$ cat src/rtl/mips_pkg.sv
`default_nettype none
// ============================================================================
// mips_pkg : shared widths, MEM-stage state encoding and MEM/WB bubble value
// Rev 1.0
// ============================================================================
package mips_pkg;

    localparam int DATA_W = 32;
    localparam int REG_W  = 5;

    typedef enum logic [0:0] {
        ST_IDLE   = 1'b0,
        ST_ACCESS = 1'b1
    } state_t;

    typedef struct packed {
        logic reg_write;
        logic mem_to_reg;
        logic pc_src;
    } wb_ctrl_t;

    localparam wb_ctrl_t WB_CTRL_BUBBLE = '{reg_write: 1'b0, mem_to_reg: 1'b0, pc_src: 1'b0};

endpackage
`default_nettype wire

$ cat src/rtl/mem_wb_buffer.sv
`default_nettype none
// ============================================================================
// mem_wb_buffer : MEM/WB pipeline register; loads the stage result or a bubble
// Rev 1.0
// ============================================================================
module mem_wb_buffer #(
    parameter int DATA_W = mips_pkg::DATA_W,
    parameter int REG_W  = mips_pkg::REG_W
) (
    input  logic               clk,
    input  logic               reset_n,
    input  logic               load,
    input  mips_pkg::wb_ctrl_t ctrl_in,
    input  logic [DATA_W-1:0]  read_data_in,
    input  logic [DATA_W-1:0]  alu_result_in,
    input  logic [REG_W-1:0]   write_reg_in,
    output mips_pkg::wb_ctrl_t ctrl_out,
    output logic [DATA_W-1:0]  read_data_out,
    output logic [DATA_W-1:0]  alu_result_out,
    output logic [REG_W-1:0]   write_reg_out
);
    import mips_pkg::*;

    always_ff @(posedge clk or negedge reset_n) begin
        if (!reset_n) begin
            ctrl_out       <= '0;
            read_data_out  <= '0;
            alu_result_out <= '0;
            write_reg_out  <= '0;
        end else if (load) begin
            ctrl_out       <= ctrl_in;
            read_data_out  <= read_data_in;
            alu_result_out <= alu_result_in;
            write_reg_out  <= write_reg_in;
        end else begin
            ctrl_out       <= WB_CTRL_BUBBLE;
            read_data_out  <= '0;
            alu_result_out <= '0;
            write_reg_out  <= '0;
        end
    end

endmodule
`default_nettype wire

$ cat src/rtl/mem_stage_ctrl.sv
`default_nettype none
// ============================================================================
// mem_stage_ctrl : MEM stage with req/ready data-memory port, stall and abort.
// Optional MEM_ALIGN_CHECK_EN rejects word-misaligned accesses. Rev 1.0
// ============================================================================
module mem_stage_ctrl #(
    parameter int DATA_W      = mips_pkg::DATA_W,
    parameter int REG_W       = mips_pkg::REG_W,
    parameter int TIMEOUT_CYC = 64
) (
    input  logic              clk,
    input  logic              reset_n,
    input  logic              RegWrite_in,
    input  logic              MemToReg_in,
    input  logic              MemRead_in,
    input  logic              MemWrite_in,
    input  logic              Branch_in,
    input  logic              Zero_in,
    input  logic [DATA_W-1:0] ALU_Result_in,
    input  logic [DATA_W-1:0] StoreData_in,
    input  logic [REG_W-1:0]  WriteReg_in,
    output logic              dmem_req,
    output logic              dmem_we,
    output logic [DATA_W-1:0] dmem_addr,
    output logic [DATA_W-1:0] dmem_wdata,
    input  logic              dmem_ready,
    input  logic [DATA_W-1:0] dmem_rdata,
    output logic              stall_out,
    output logic              RegWrite_out,
    output logic              MemToReg_out,
    output logic [DATA_W-1:0] ReadData_out,
    output logic [DATA_W-1:0] ALU_Result_out,
    output logic [REG_W-1:0]  WriteReg_out,
    output logic              PCSrc_out,
    output logic              bus_err_out
);
    import mips_pkg::*;

    localparam int                CNT_W     = (TIMEOUT_CYC > 1) ? $clog2(TIMEOUT_CYC) : 1;
    localparam logic [CNT_W-1:0]  WAIT_LAST = CNT_W'(TIMEOUT_CYC - 1);

    state_t             state;
    state_t             state_next;
    logic [CNT_W-1:0]   wait_cnt;
    logic               mem_op;
    logic               misaligned;
    logic               issue;
    logic               finish;
    logic               abort;
    logic               wait_inc;
    logic               wb_load;
    logic               align_err;
    logic               stall;
    wb_ctrl_t           wb_ctrl_in;
    wb_ctrl_t           wb_ctrl_q;
    logic [DATA_W-1:0]  wb_read_data;

    assign mem_op = MemRead_in | MemWrite_in;

`ifdef MEM_ALIGN_CHECK_EN
    assign misaligned = mem_op && (ALU_Result_in[1:0] != 2'b00);
`else
    assign misaligned = 1'b0;
`endif

    always_comb begin
        state_next = state;
        issue      = 1'b0;
        finish     = 1'b0;
        abort      = 1'b0;
        wait_inc   = 1'b0;
        wb_load    = 1'b0;
        align_err  = 1'b0;
        stall      = 1'b0;
        case (state)
            ST_IDLE: begin
                if (misaligned) begin
                    align_err = 1'b1;
                end else if (mem_op) begin
                    stall      = 1'b1;
                    issue      = 1'b1;
                    state_next = ST_ACCESS;
                end else begin
                    wb_load = 1'b1;
                end
            end
            ST_ACCESS: begin
                if (dmem_ready) begin
                    wb_load    = 1'b1;
                    finish     = 1'b1;
                    state_next = ST_IDLE;
                end else if (wait_cnt == WAIT_LAST) begin
                    // Give up: the instruction leaves as a bubble and upstream is released
                    abort      = 1'b1;
                    state_next = ST_IDLE;
                end else begin
                    stall    = 1'b1;
                    wait_inc = 1'b1;
                end
            end
            default: state_next = ST_IDLE;
        endcase
    end

    // Reset forces every output low, including the combinational stall
    assign stall_out = stall & reset_n;

    always_ff @(posedge clk or negedge reset_n) begin
        if (!reset_n) begin
            state       <= ST_IDLE;
            wait_cnt    <= '0;
            dmem_req    <= 1'b0;
            dmem_we     <= 1'b0;
            dmem_addr   <= '0;
            dmem_wdata  <= '0;
            bus_err_out <= 1'b0;
        end else begin
            state       <= state_next;
            bus_err_out <= abort | align_err;
            if (issue) begin
                dmem_req   <= 1'b1;
                dmem_we    <= MemWrite_in;
                dmem_addr  <= ALU_Result_in;
                dmem_wdata <= StoreData_in;
            end else if (finish || abort) begin
                dmem_req <= 1'b0;
            end
            if (issue || finish || abort) begin
                wait_cnt <= '0;
            end else if (wait_inc) begin
                wait_cnt <= wait_cnt + CNT_W'(1);
            end
        end
    end

    assign wb_ctrl_in   = '{reg_write: RegWrite_in, mem_to_reg: MemToReg_in,
                            pc_src: Branch_in & Zero_in};
    assign wb_read_data = ((state == ST_ACCESS) && !dmem_we) ? dmem_rdata : '0;

    mem_wb_buffer #(
        .DATA_W (DATA_W),
        .REG_W  (REG_W)
    ) u_mem_wb (
        .clk            (clk),
        .reset_n        (reset_n),
        .load           (wb_load),
        .ctrl_in        (wb_ctrl_in),
        .read_data_in   (wb_read_data),
        .alu_result_in  (ALU_Result_in),
        .write_reg_in   (WriteReg_in),
        .ctrl_out       (wb_ctrl_q),
        .read_data_out  (ReadData_out),
        .alu_result_out (ALU_Result_out),
        .write_reg_out  (WriteReg_out)
    );

    assign RegWrite_out = wb_ctrl_q.reg_write;
    assign MemToReg_out = wb_ctrl_q.mem_to_reg;
    assign PCSrc_out    = wb_ctrl_q.pc_src;

endmodule
`default_nettype wire

$ cat config.mk
export PLATFORM = sky130hd
export DESIGN_NAME = mem_stage_ctrl
export DESIGN_NICKNAME = d
export VERILOG_FILES = /design/src/rtl/mips_pkg.sv /design/src/rtl/mem_wb_buffer.sv /design/src/rtl/mem_stage_ctrl.sv
export SDC_FILE = /design/constraint.sdc
export NUM_CORES = 1
export LEC_CHECK = 0
export BUFFER_PORTS_ARGS = -buffer_cell sky130_fd_sc_hd__buf_2
export CAP_MARGIN = 15
export CORE_MARGIN = 2
export CORE_UTILIZATION = 51
export CTS_BUF_LIST = sky130_fd_sc_hd__clkbuf_4
export CTS_CLUSTER_SIZE = 30
export DETAILED_ROUTE_END_ITERATION = 7
export GPL_TIMING_DRIVEN = 0
export PLACE_DENSITY = 0.95
export RECOVER_POWER = 100
export SYNTH_ARGS = -nofsm -noshare
export SYNTH_HDL_FRONTEND = slang
export SYNTH_SLANG_ARGS = --single-unit
$ cat constraint.sdc
create_clock -name clk -period 3.4 [get_ports clk]
set_clock_uncertainty 0.2 [all_clocks]
set_input_delay 0.34 -clock clk [delete_from_list [all_inputs] [get_ports clk]]
set_output_delay 0.34 -clock clk [all_outputs]
set_load 0.05 [all_outputs]
==> results of run 1 <==
## kinds of logic after synthesis
| logic type | Yosys count |
|---|---|
| flip-flops | 146 |
| AND/OR/NAND/NOR | 91 |
| multiplexers | 65 |
| AO/OA/AOI/OAI | 15 |
| buffers and inverters | 15 |
| XOR/XNOR | 2 |
| adder cells (fa/ha/maj) | 1 |
## cell usage in the layout (no fill, tap or decap), types with 5 or more instances in the layout
| cell | netlist | routed |
|---|---|---|
| clkbuf_1 | 3 | 152 |
| dfrtp_1 | 146 | 146 |
| dlygate4sd3_1 | 0 | 109 |
| buf_2 | 0 | 108 |
| and2_0 | 0 | 53 |
| mux2_2 | 48 | 45 |
| mux2_1 | 0 | 19 |
| and2_1 | 71 | 18 |
| clkbuf_4 | 0 | 18 |
| nand2_1 | 8 | 8 |
| o21ai_0 | 8 | 8 |
| clkinv_2 | 0 | 5 |
## area by class of cell
class / count / area share
tap: 136 / 0.0220
buffer: 14 / 0.00923
multi-input combinational: 174 / 0.182
inverter: 1 / 0.000486
timing repair buffer: 359 / 0.282
clock inverter: 14 / 0.0151
clock buffer: 17 / 0.0165
sequential: 146 / 0.473
## stage by stage
step / area, um^2 / std cells / utilization / worst slack (ns) / hold slack [ns]
2_1_floorplan: 5250 / 335 / - / 0.792 / -0.156
3_3_place_gp: 6660 / 720 / 0.657 / -0.314 / 0.284
3_5_place_dp: 6700 / 721 / 0.660 / 1.31 / 0.119
4_1_cts: 8030 / 861 / 0.792 / 0.670 / 0.0923
5_1_grt: 7720 / 861 / 0.762 / 0.457 / 0.131
6_report: 7720 / 861 / 0.762 / 0.610 / 0.132
## worst reg2reg max path: cells and delay by family (launching register included)
family / cells / cell delay, ns
buf+inv: 2 / 0.92
flops: 1 / 0.49
simple gates: 2 / 0.76
compound gates: 1 / 0.22
## state kept, by name, indices dropped and copies added, names as in the netlist
name	count
dmem_addr	32
bus_err_out	1
u_mem_wb.ctrl_out	3
dmem_req	1
dmem_wdata	32
u_mem_wb.write_reg_out	5
wait_cnt	6
state	1
dmem_we	1
u_mem_wb.read_data_out	32
u_mem_wb.alu_result_out	32
## power groups by stage
| stage | registers, mW | logic (mW) | clock network [mW] |
|---|---|---|---|
| detailed placement | 2.33 | 2.50 | 0 |
| global route | 2.36 | 2.51 | 1.07 |
| global placement | 2.29 | 2.45 | 0 |
| finish | 2.33 | 2.42 | 0.972 |
| CTS | 2.29 | 2.60 | 0.993 |
| floorplan | 3.62 | 0.548 | 0 |
## routing by layer
layer,global-route usage,vias to the layer above,wire length [um],share of wire
met5,0,-,0,0
met4,0.160,0,677,0.043
met3,0.0761,65,1110,0.071
met2,0.524,233,8450,0.54
met1,0.299,2076,5380,0.34
li1,-,1862,-,-
## worst max-delay path by stage
stage | slack (ns) | from | to | cells past startpoint
2_1_floorplan | 0.79 | wait_cnt[0] | stall_out | 4
6_report | 0.61 | state | stall_out | 5
4_1_cts | 0.67 | wait_cnt[0] | stall_out | 5
5_1_grt | 0.46 | MemWrite_in | stall_out | 7
3_3_place_gp | -0.31 | reset_n | stall_out | 3
3_5_place_dp | 1.31 | wait_cnt[0] | stall_out | 5
## what timing repair did
action,in CTS,in global routing
hold buffers,109,0
hold endpoints to repair,195,0
buffers inserted,0,0
resized for setup,0,0
==> parameters.txt, run 1 <==
Parameter                              Value

Worst setup path
  Number of buffers and inverters on the critical path    3
  Start-to-end type of the worst setup path    flop to primary output
  CP Cell Sequence    o21bai_1 -> buf_6 -> buf_8 -> a21boi_0 -> buf_2
  Crit start category    flop
  Maximum fanout along the worst path    10
  R2R Path End    u_mem_wb.ctrl_out[0]
  Setup slack of the most critical reg-to-reg path    approximately 0.76 ns
  Worst reg-to-reg path cell count    5
  Crit-path max cell delay    between 0.4 and 0.5 ns
  Kind of cell adding the most delay to the critical path    buffers and inverters
  CP required    roughly 2.9 ns
  Reg-to-reg critical path startpoint    state
  Element type at the critical path end    primary output
  Worst Path Arrival    2.25 ns
  Cell with the largest stage delay on the worst path    dfrtp_1

Synthesis
  Post-synth design cell area    about 0.0052 mm^2
  Number of warning messages in the yosys log    0
  Cells after synthesis    roughly 340
  Complex-gate fraction of the synthesized area    0.0200
  Number of flops mapped to enable cells by yosys    0
  Post-synth top cells    dfrtp_1 (146), and2_1 (71), mux2_2 (48), mux2_4 (17)
  Post-synthesis cell type with the largest combined area    dfrtp_1
  Library cell with the highest instance count after synthesis    dfrtp_1
  Top flip-flop cell by instance count after synthesis    dfrtp_1
  Most area-consuming cells after synthesis    dfrtp_1 (70%), mux2_2 (10%), and2_1 (8.5%)
  Main combinational cell family by area after synthesis    multiplexers
  Fraction of registers with async set/reset    1.00
  Total of flip-flops plus latches after synthesis    146
  Fraction of synthesized cell area taken by the top area cell type    0.696
  Sequential element share of the synthesized area    0.696
  XOR/XNOR share of the synthesized area    0.00334
  Portion of netlist area occupied by mux cells    0.152
  Unique masters post-synth    30
  Synth Net Count    446
  Area fraction in and, or, nand and nor cells after synthesis    0.105
  Avg Inst Size Synth    ~16 um^2
  Area share of fa/ha/maj cells after synthesis    0.00238

Place
  Weighted congestion at the end of routability-driven global placement    0.784
  Half-perimeter wire length after placement    between 9 and 10 mm
  Count of input and output buffers    between 200 and 250

Drt
  First-iteration detailed-routing DRC count    roughly 140
  Final wirelength    15.6 mm
  Vias per cell    around 4.9
  Antenna Nets Post-Route    0
  Router iterations before antenna repair    4
  Residual DRC count    0
  DR WL/cell    between 15 and 20 um
  Vias after detailed routing    ~4200

STA
  Setup repair after global routing missed its margin    false
  Pins over their slew limit    0
  FMAX    ~360 MHz
  Final setup viols    0
  Post-layout minimum cycle time    around 2.8 ns
  Share of the cycle needed by the critical path after routing    0.821
  Worst rel slew slack    0.164
  Final setup TNS    0 ns
  Pin slew with the least headroom to its limit    around 1.3 ns
  Hold Fails Final Rpt    0

Job
  Number of max-cap violations    0

Floorplan
  Die X-Extent    between 100 and 150 um
  Core Box Area    0.0101 mm^2
  Die Footprint    about 0.011 mm^2
  Std-Cell Rows    37
  Initial standard-cell utilization of the core    0.517
  Vertical die dimension    around 110 um
  Total I/O pin count    between 200 and 300

Power
  Clock power frac    0.170
  Static Leakage    about 3.6 nW
  Sw power    2.68 mW
  Worst IR drop on VDD    between 0.5 and 0.6 mV
  Combinational cell fraction of total power    0.423
  Cell-internal power    ~3.0 mW
  Sequential group share of total power    0.407
  Total power density per cell area    740 mW/mm^2
  Net Sw Frac    0.469
  Power, Total    5.71 mW

Layout
  Ant. Diodes    0
  Area growth syn-to-layout    47.2%
  Number of fillers in the final layout    694
  Post-layout nets    just over 800
  Layout cells sized above 1    0.259
  Register Area    approximately 0.0037 mm^2
  Multi-input combinational cell area    ~0.0014 mm^2

Worst hold path
  Hold crit path type    primary input to async pin

GRT
  GRT overflow    0
  Via count of the first global-routing pass    between 4000 and 5000
  Tot GR Track Use    0.288
  Initial antenna violation count    0
  Wire length of the first global-routing pass    24.1 mm
  Largest net degree at the start of global routing    95

Clocking
  Clock Sinks    146
  Count of H-tree levels built during CTS    4
  Clock tree from TritonCTS    yes
  Inserted Clock Buffers    17
  Longest Clk Path Bufs    2
  Root Buffer    clkbuf_4
  Source-to-sink clock delay at the later pin of the worst-skew pair    ~0.52 ns
  Clock-pin slew reported for the worst setup and hold paths after clock tree synthesis    around 0.11 ns

Outcome
  Run status    finished clean
Note: power is estimated with default switching activity, not from simulation.
==> run 2: changes to the inputs <==
ABC_AREA = 1   (was not set)
CORE_UTILIZATION = 43   (was 51)
PLACE_DENSITY = 0.88   (was 0.95)
clock period = 2.5 ns   (was 3.4 ns; I/O delays follow)
==> run 2 against run 1 <==
Net effect:
- power up 53%
- final area up 7.7%
- sequential share of layout area shrank 3.4 points
- sequential power increased by 36%
- area after synthesis grew 3.0%
- register-to-register slack worse by 0.03 ns
- via count increased by 26%
- combinational power increased by 61%
- utilization shrank 7.8 points
- critical path type is now primary input to primary output
- highest routed layer unchanged
==> parameters.txt, run 2 <==
Parameter                              Value

Layout
  Register Area    0.00365 mm^2
  Most frequent standard cell in the layout excluding fill and tap cells    buf_2
  Layout cells sized above 1    0.328
  Post-layout util    0.684
  Most used cells in the layout excluding fill and tap cells    buf_2 (254), dfrtp_1 (146), nand2_1 (125)
  Layout Cell Area excl Fill    0.00832 mm^2
  Final cell count without fillers    roughly 1100
  Number of fillers in the final layout    between 800 and 900
  Multi-input combinational cell area    between 0.001 and 0.0015 mm^2
  Post-layout nets    around 1000
  Area growth syn-to-layout    53.9%

STA
  Post-layout minimum cycle time    between 2 and 2.5 ns
  Worst rel slew slack    0.256
  Share of the cycle needed by the critical path after routing    0.958
  FMAX    approximately 420 MHz
  Final setup viols    0
  Smallest hold slack    0.0945 ns
  Pin slew with the least headroom to its limit    1.12 ns
  Pins over their slew limit    0
  Hold Fails Final Rpt    0

Floorplan
  Vertical die dimension    116 um
  Std-Cell Rows    40
  Die X-Extent    116 um
  Total I/O pin count    between 200 and 300
  Die Footprint    0.0135 mm^2
  Core Box Area    roughly 0.012 mm^2
  Initial standard-cell utilization of the core    0.444

Synthesis
  Synth Net Count    about 650
  Fraction of synthesized cell area taken by the top area cell type    0.676
  Top flip-flop cell by instance count after synthesis    dfrtp_1
  Avg Inst Size Synth    between 10 and 15 um^2
  Number of flops mapped to enable cells by yosys    0
  Post-synthesis cell type with the largest combined area    dfrtp_1
  Post-synth design cell area    roughly 0.0054 mm^2
  Unique masters post-synth    20
  Post-synth top cells    dfrtp_1 (146), nand2_1 (124), inv_1 (78), nand3_1 (71), nor2_1 (48)
  Cells after synthesis    540
  Sequential element share of the synthesized area    0.676
  Fraction of registers with async set/reset    1.00
  Number of warning messages in the yosys log    0
  Library cell with the highest instance count after synthesis    dfrtp_1
  Most area-consuming cells after synthesis    dfrtp_1 (68%), nand2_1 (8.6%), nand3_1 (6.6%)
  Total of flip-flops plus latches after synthesis    146

GRT
  GRT overflow    0
  Largest net degree at the start of global routing    71
  Tot GR Track Use    0.273
  Wire length of the first global-routing pass    about 27 mm
  Via count of the first global-routing pass    approximately 5400
  Initial antenna violation count    0

Worst hold path
  Hold crit path type    primary input to async pin

Worst setup path
  Worst Path Arrival    between 1.5 and 2 ns
  Cell with the largest stage delay on the worst path    dlygate4sd3_1
  Element type at the critical path end    primary output
  R2R Path End    dmem_addr[24]
  Reg-to-reg critical path startpoint    state
  Critical path destination    stall_out
  Cell count along the critical path    9
  Number of buffers and inverters on the critical path    6
  Worst reg-to-reg path cell count    6
  Kind of cell adding the most delay to the critical path    buffers and inverters
  Setup slack of the most critical reg-to-reg path    0.73 ns
  Crit path from    MemWrite_in
  Maximum fanout along the worst path    10
  Crit-path max cell delay    roughly 0.53 ns
  Crit start category    primary input
  Start-to-end type of the worst setup path    primary input to primary output
  Worst path most repeated cell    buf_6
  CP Cell Sequence    dlygate4sd3_1 -> clkbuf_1 -> nor2_2 -> inv_4 -> nand2_1 -> buf_6 -> buf_6 -> a21boi_1 -> clkbuf_4
  CP required    about 2.1 ns

Clocking
  Clock tree from TritonCTS    yes
  Inserted Clock Buffers    17
  Root Buffer    clkbuf_4
  Count of H-tree levels built during CTS    4
  Longest Clk Path Bufs    2
  Clock-pin slew reported for the worst setup and hold paths after clock tree synthesis    between 0.1 and 0.15 ns
  Source-to-sink clock delay at the later pin of the worst-skew pair    approximately 0.55 ns
  Clock Sinks    between 100 and 150

Drt
  Antenna Nets Post-Route    0
  Router iterations before antenna repair    7
  Residual DRC count    0
  Final wirelength    between 15 and 20 mm
  First-iteration detailed-routing DRC count    around 570
  Vias per cell    4.83
  Vias after detailed routing    around 5300
  DR WL/cell    around 17 um

Job
  Number of max-cap violations    0

Place
  Weighted congestion at the end of routability-driven global placement    a little under 0.9
  Count of input and output buffers    ~250
  Half-perimeter wire length after placement    between 10 and 15 mm
  Placed cell count    ~960
  Placed cell areas    between 0.006 and 0.007 mm^2

Power
  Worst IR drop on VDD    between 0.5 and 0.6 mV
  Static Leakage    between 4 and 5 nW
  Power, Total    ~8.7 mW
  Total power density per cell area    ~1000 mW/mm^2

Outcome
  Run status    finished clean
[run 2: changes by cell type after synthesis, moves of 17 or more]
cell,before,now
nand3_1,3,71
and2_1,71,0
mux2_2,48,0
o21ai_1,0,17
nand2_1,8,124
mux2_4,17,0
inv_1,1,78
nor2_1,1,48
[run 2: area by class of cell]
class                      count  area share
clock buffer                  18      0.0162
antenna                        2    0.000602
multi-input combinational    285       0.148
clock inverter                13      0.0226
buffer                        27      0.0209
sequential                   146       0.439
inverter                      82      0.0379
timing repair buffer         363       0.289
tap                          168      0.0253
[run 2: routing by layer]
metal  vias up  part of all wire  global-route usage
met5         -                 0                   0
met4         0             0.041               0.143
met3        66             0.079              0.0851
met2       303              0.52               0.480
met1      2553              0.36               0.297
li1       2415                 -                   -
[run 2: worst min path at each step]
| stage | endpoint | from | depth (start not counted) | slack, ns |
|---|---|---|---|---|
| CTS | dmem_addr[10] | reset_n | 2 | 0.05 |
| floorplan | bus_err_out | reset_n | 0 | -0.25 |
| global placement | dmem_wdata[7] | dmem_wdata[7] | 2 | 0.25 |
| global route | dmem_addr[10] | reset_n | 2 | 0.09 |
| finish | dmem_addr[10] | reset_n | 2 | 0.09 |
| detailed placement | u_mem_wb.alu_result_out[10] | reset_n | 1 | 0.09 |
[run 2: logic make-up (layout without fill, tap and decap cells)]
| logic type | count (synthesis) | in the layout | share of synthesized area |
|---|---|---|---|
| and+or+nand+nor | 248 | 248 | 0.191 |
| xor gates and xnor gates | 1 | 1 | 0.00162 |
| AOI/OAI and AO/OA | 35 | 35 | 0.0329 |
| DFF | 146 | 146 | 0.676 |
| other | 0 | 2 | 0 |
| buffers and inverters | 109 | 503 | 0.0963 |
| adders and majority gates | 1 | 1 | 0.00231 |
[run 2: timing repair]
action	in CTS	in global routing
setup endpoints to repair	0	1
hold buffers	113	0
endpoints found under the hold margin	267	0
buffers inserted	0	0
resized for setup	0	4
[run 2: through the flow]
step | setup TNS [ns] | worst slack (ns)
4_1_cts | 0 | 0.0364
3_3_place_gp | -144.53 | -1.19
3_5_place_dp | 0 | 0.350
5_1_grt | -0.000614 | -0.000614
6_report | 0 | 0.105
2_1_floorplan | 0 | 0.448
[run 2: power breakdown]
group          switching, mW  internal, mW  total (mW)
Clock                  0.847         0.800        1.65
Sequential             0.277          2.90        3.17
Combinational           3.02         0.878        3.90
==> run 3: changes to the inputs <==
RECOVER_POWER = not set   (was 100)
==> run 3 against run 2 <==
Net effect:
- first-iteration DRC count fell by 6.9%
- utilization up 0.62 points
- critical endpoint unchanged
- final cell count unchanged
==> parameters.txt, run 3 (synthesized netlist as in run 2, its figures left out) <==
Parameter                              Value

Drt
  Vias per cell    4.81
  Wire length on met1    between 6 and 7 mm
  Router iterations before antenna repair    7
  Antenna Nets Post-Route    0
  DR WL/cell    around 17 um
  Final wirelength    18.4 mm
  DR WL met3    around 1.4 mm
  Residual DRC count    0
  Highest Signal Layer    met4
  Vias after detailed routing    between 5000 and 6000
  Metal2 WL    9.66 mm
  First-iteration detailed-routing DRC count    around 530

Worst setup path
  CP required    slightly above 2 ns
  Crit start category    primary input
  CP Cell Sequence    dlygate4sd3_1 -> clkbuf_8 -> buf_16 -> a21boi_1 -> clkbuf_4
  Kind of cell adding the most delay to the critical path    buffers and inverters
  Start-to-end type of the worst setup path    primary input to primary output
  Maximum fanout along the worst path    70
  Number of buffers and inverters on the critical path    4
  Cell with the largest stage delay on the worst path    dlygate4sd3_1
  Worst Path Arrival    between 1.5 and 2 ns
  Crit-path max cell delay    approximately 0.57 ns
  Element type at the critical path end    primary output

Clocking
  Clock tree from TritonCTS    yes
  Longest Clk Path Bufs    2
  Root Buffer    clkbuf_4
  Source-to-sink clock delay at the later pin of the worst-skew pair    0.55 ns
  Inserted Clock Buffers    17
  Clock Sinks    between 100 and 150
  Count of H-tree levels built during CTS    4
  Number of buffers inserted by post-CTS setup repair    0
  Clock-pin slew reported for the worst setup and hold paths after clock tree synthesis    0.13 ns

Place
  Placed cell areas    0.00690 mm^2
  Half-perimeter wire length after placement    10.4 mm
  Weighted congestion at the end of routability-driven global placement    slightly below 0.9
  Count of input and output buffers    249

GRT
  Via count of the first global-routing pass    5440
  Largest net degree at the start of global routing    slightly above 70
  Wire length of the first global-routing pass    around 27 mm
  Initial antenna violation count    0
  GRT overflow    0
  Tot GR Track Use    0.273

STA
  Pin slew with the least headroom to its limit    0.578 ns
  Worst rel slew slack    0.615
  Smallest hold slack    about 0.094 ns
  Hold Fails Final Rpt    0
  FMAX    419 MHz
  Pins over their slew limit    0
  Share of the cycle needed by the critical path after routing    0.955
  Post-layout minimum cycle time    between 2 and 2.5 ns
  Final setup viols    0

Layout
  Area growth syn-to-layout    55.3%
  Layout cells sized above 1    0.335
  Most frequent standard cell in the layout excluding fill and tap cells    buf_2
  Post-layout nets    between 1000 and 1500
  Most used cells in the layout excluding fill and tap cells    buf_2 (254), dfrtp_1 (146), nand2_1 (124)
  Layout Cell Area excl Fill    about 0.0084 mm^2
  Post-layout util    0.690

Outcome
  Run status    finished clean

Power
  Total power density per cell area    roughly 1000 mW/mm^2
  Static Leakage    approximately 5 nW
  Worst IR drop on VDD    0.555 mV

Floorplan
  Die X-Extent    about 120 um
  Die Footprint    roughly 0.013 mm^2
  Vertical die dimension    between 100 and 150 um
  Core Box Area    between 0.01 and 0.015 mm^2
  Total I/O pin count    250
  Std-Cell Rows    40
  Initial standard-cell utilization of the core    0.444

Worst hold path
  Hold crit path type    primary input to async pin

Job
  Number of max-cap violations    0
-- run 3: per-stage QoR --
stage | setup slack [ns] | power [mW] | setup TNS (ns) | cells
floorplan | 0.448 | 5.88 | 0 | 540
global placement | -1.19 | 6.81 | -144.53 | 957
detailed placement | 0.350 | 6.90 | 0 | 958
CTS | 0.0364 | 8.68 | 0 | 1102
global route | -0.000614 | 9.16 | -0.000614 | 1102
finish | 0.111 | 8.77 | 0 | 1104
-- run 3: final timing paths --
check                         startpoint                           to  slack [ns]  cells after the start
min in group clk           dmem_rdata[6]    u_mem_wb.read_data_out[6]        0.25                      4
min                              reset_n                dmem_addr[10]        0.09                      2
max reg2reg                        state  u_mem_wb.alu_result_out[26]        0.87                      6
max                              reset_n                    stall_out        0.11                      5
max in group asynchronous        reset_n                dmem_addr[27]        1.23                      4
min reg2reg                dmem_wdata[5]                dmem_wdata[5]        0.28                      2
-- run 3: worst register-to-register path, cell delays in order, from the launching register on --
cell,delay (ns)
dfrtp_1,0.39
inv_4,0.08
nor2_2,0.20
inv_2,0.08
nand2_2,0.19
buf_2,0.27
nor2_1,0.11
-- run 3: cell type report --
class / instances / area [um^2]
Fill cell: 844 / 3770
Inverter: 82 / 315
Clock buffer: 18 / 135
Clock inverter: 13 / 188
Timing Repair Buffer: 363 / 2440
Antenna cell: 2 / 5.00
Sequential cell: 146 / 3650
Buffer: 27 / 208
Tap cell: 168 / 210
Multi-Input combinational cell: 285 / 1230
-- run 3: metal layers --
layer | GRT usage | vias up
li1 | - | 2418
met1 | 0.297 | 2532
met2 | 0.480 | 302
met3 | 0.0851 | 61
met4 | 0.143 | 0
met5 | 0 | -
-- run 3: report_power, final --
group          switching, mW  internal [mW]  leakage, nW
clock                  0.851          0.800        0.164
combinational           3.03          0.912         2.88
sequential             0.278           2.90         1.87
-- run 3: repair_timing --
action                     in CTS  in global routing
hold endpoints to repair      267                  0
setup endpoints to repair       0                  1
hold buffers                  113                  0
gates resized for setup         0                  4
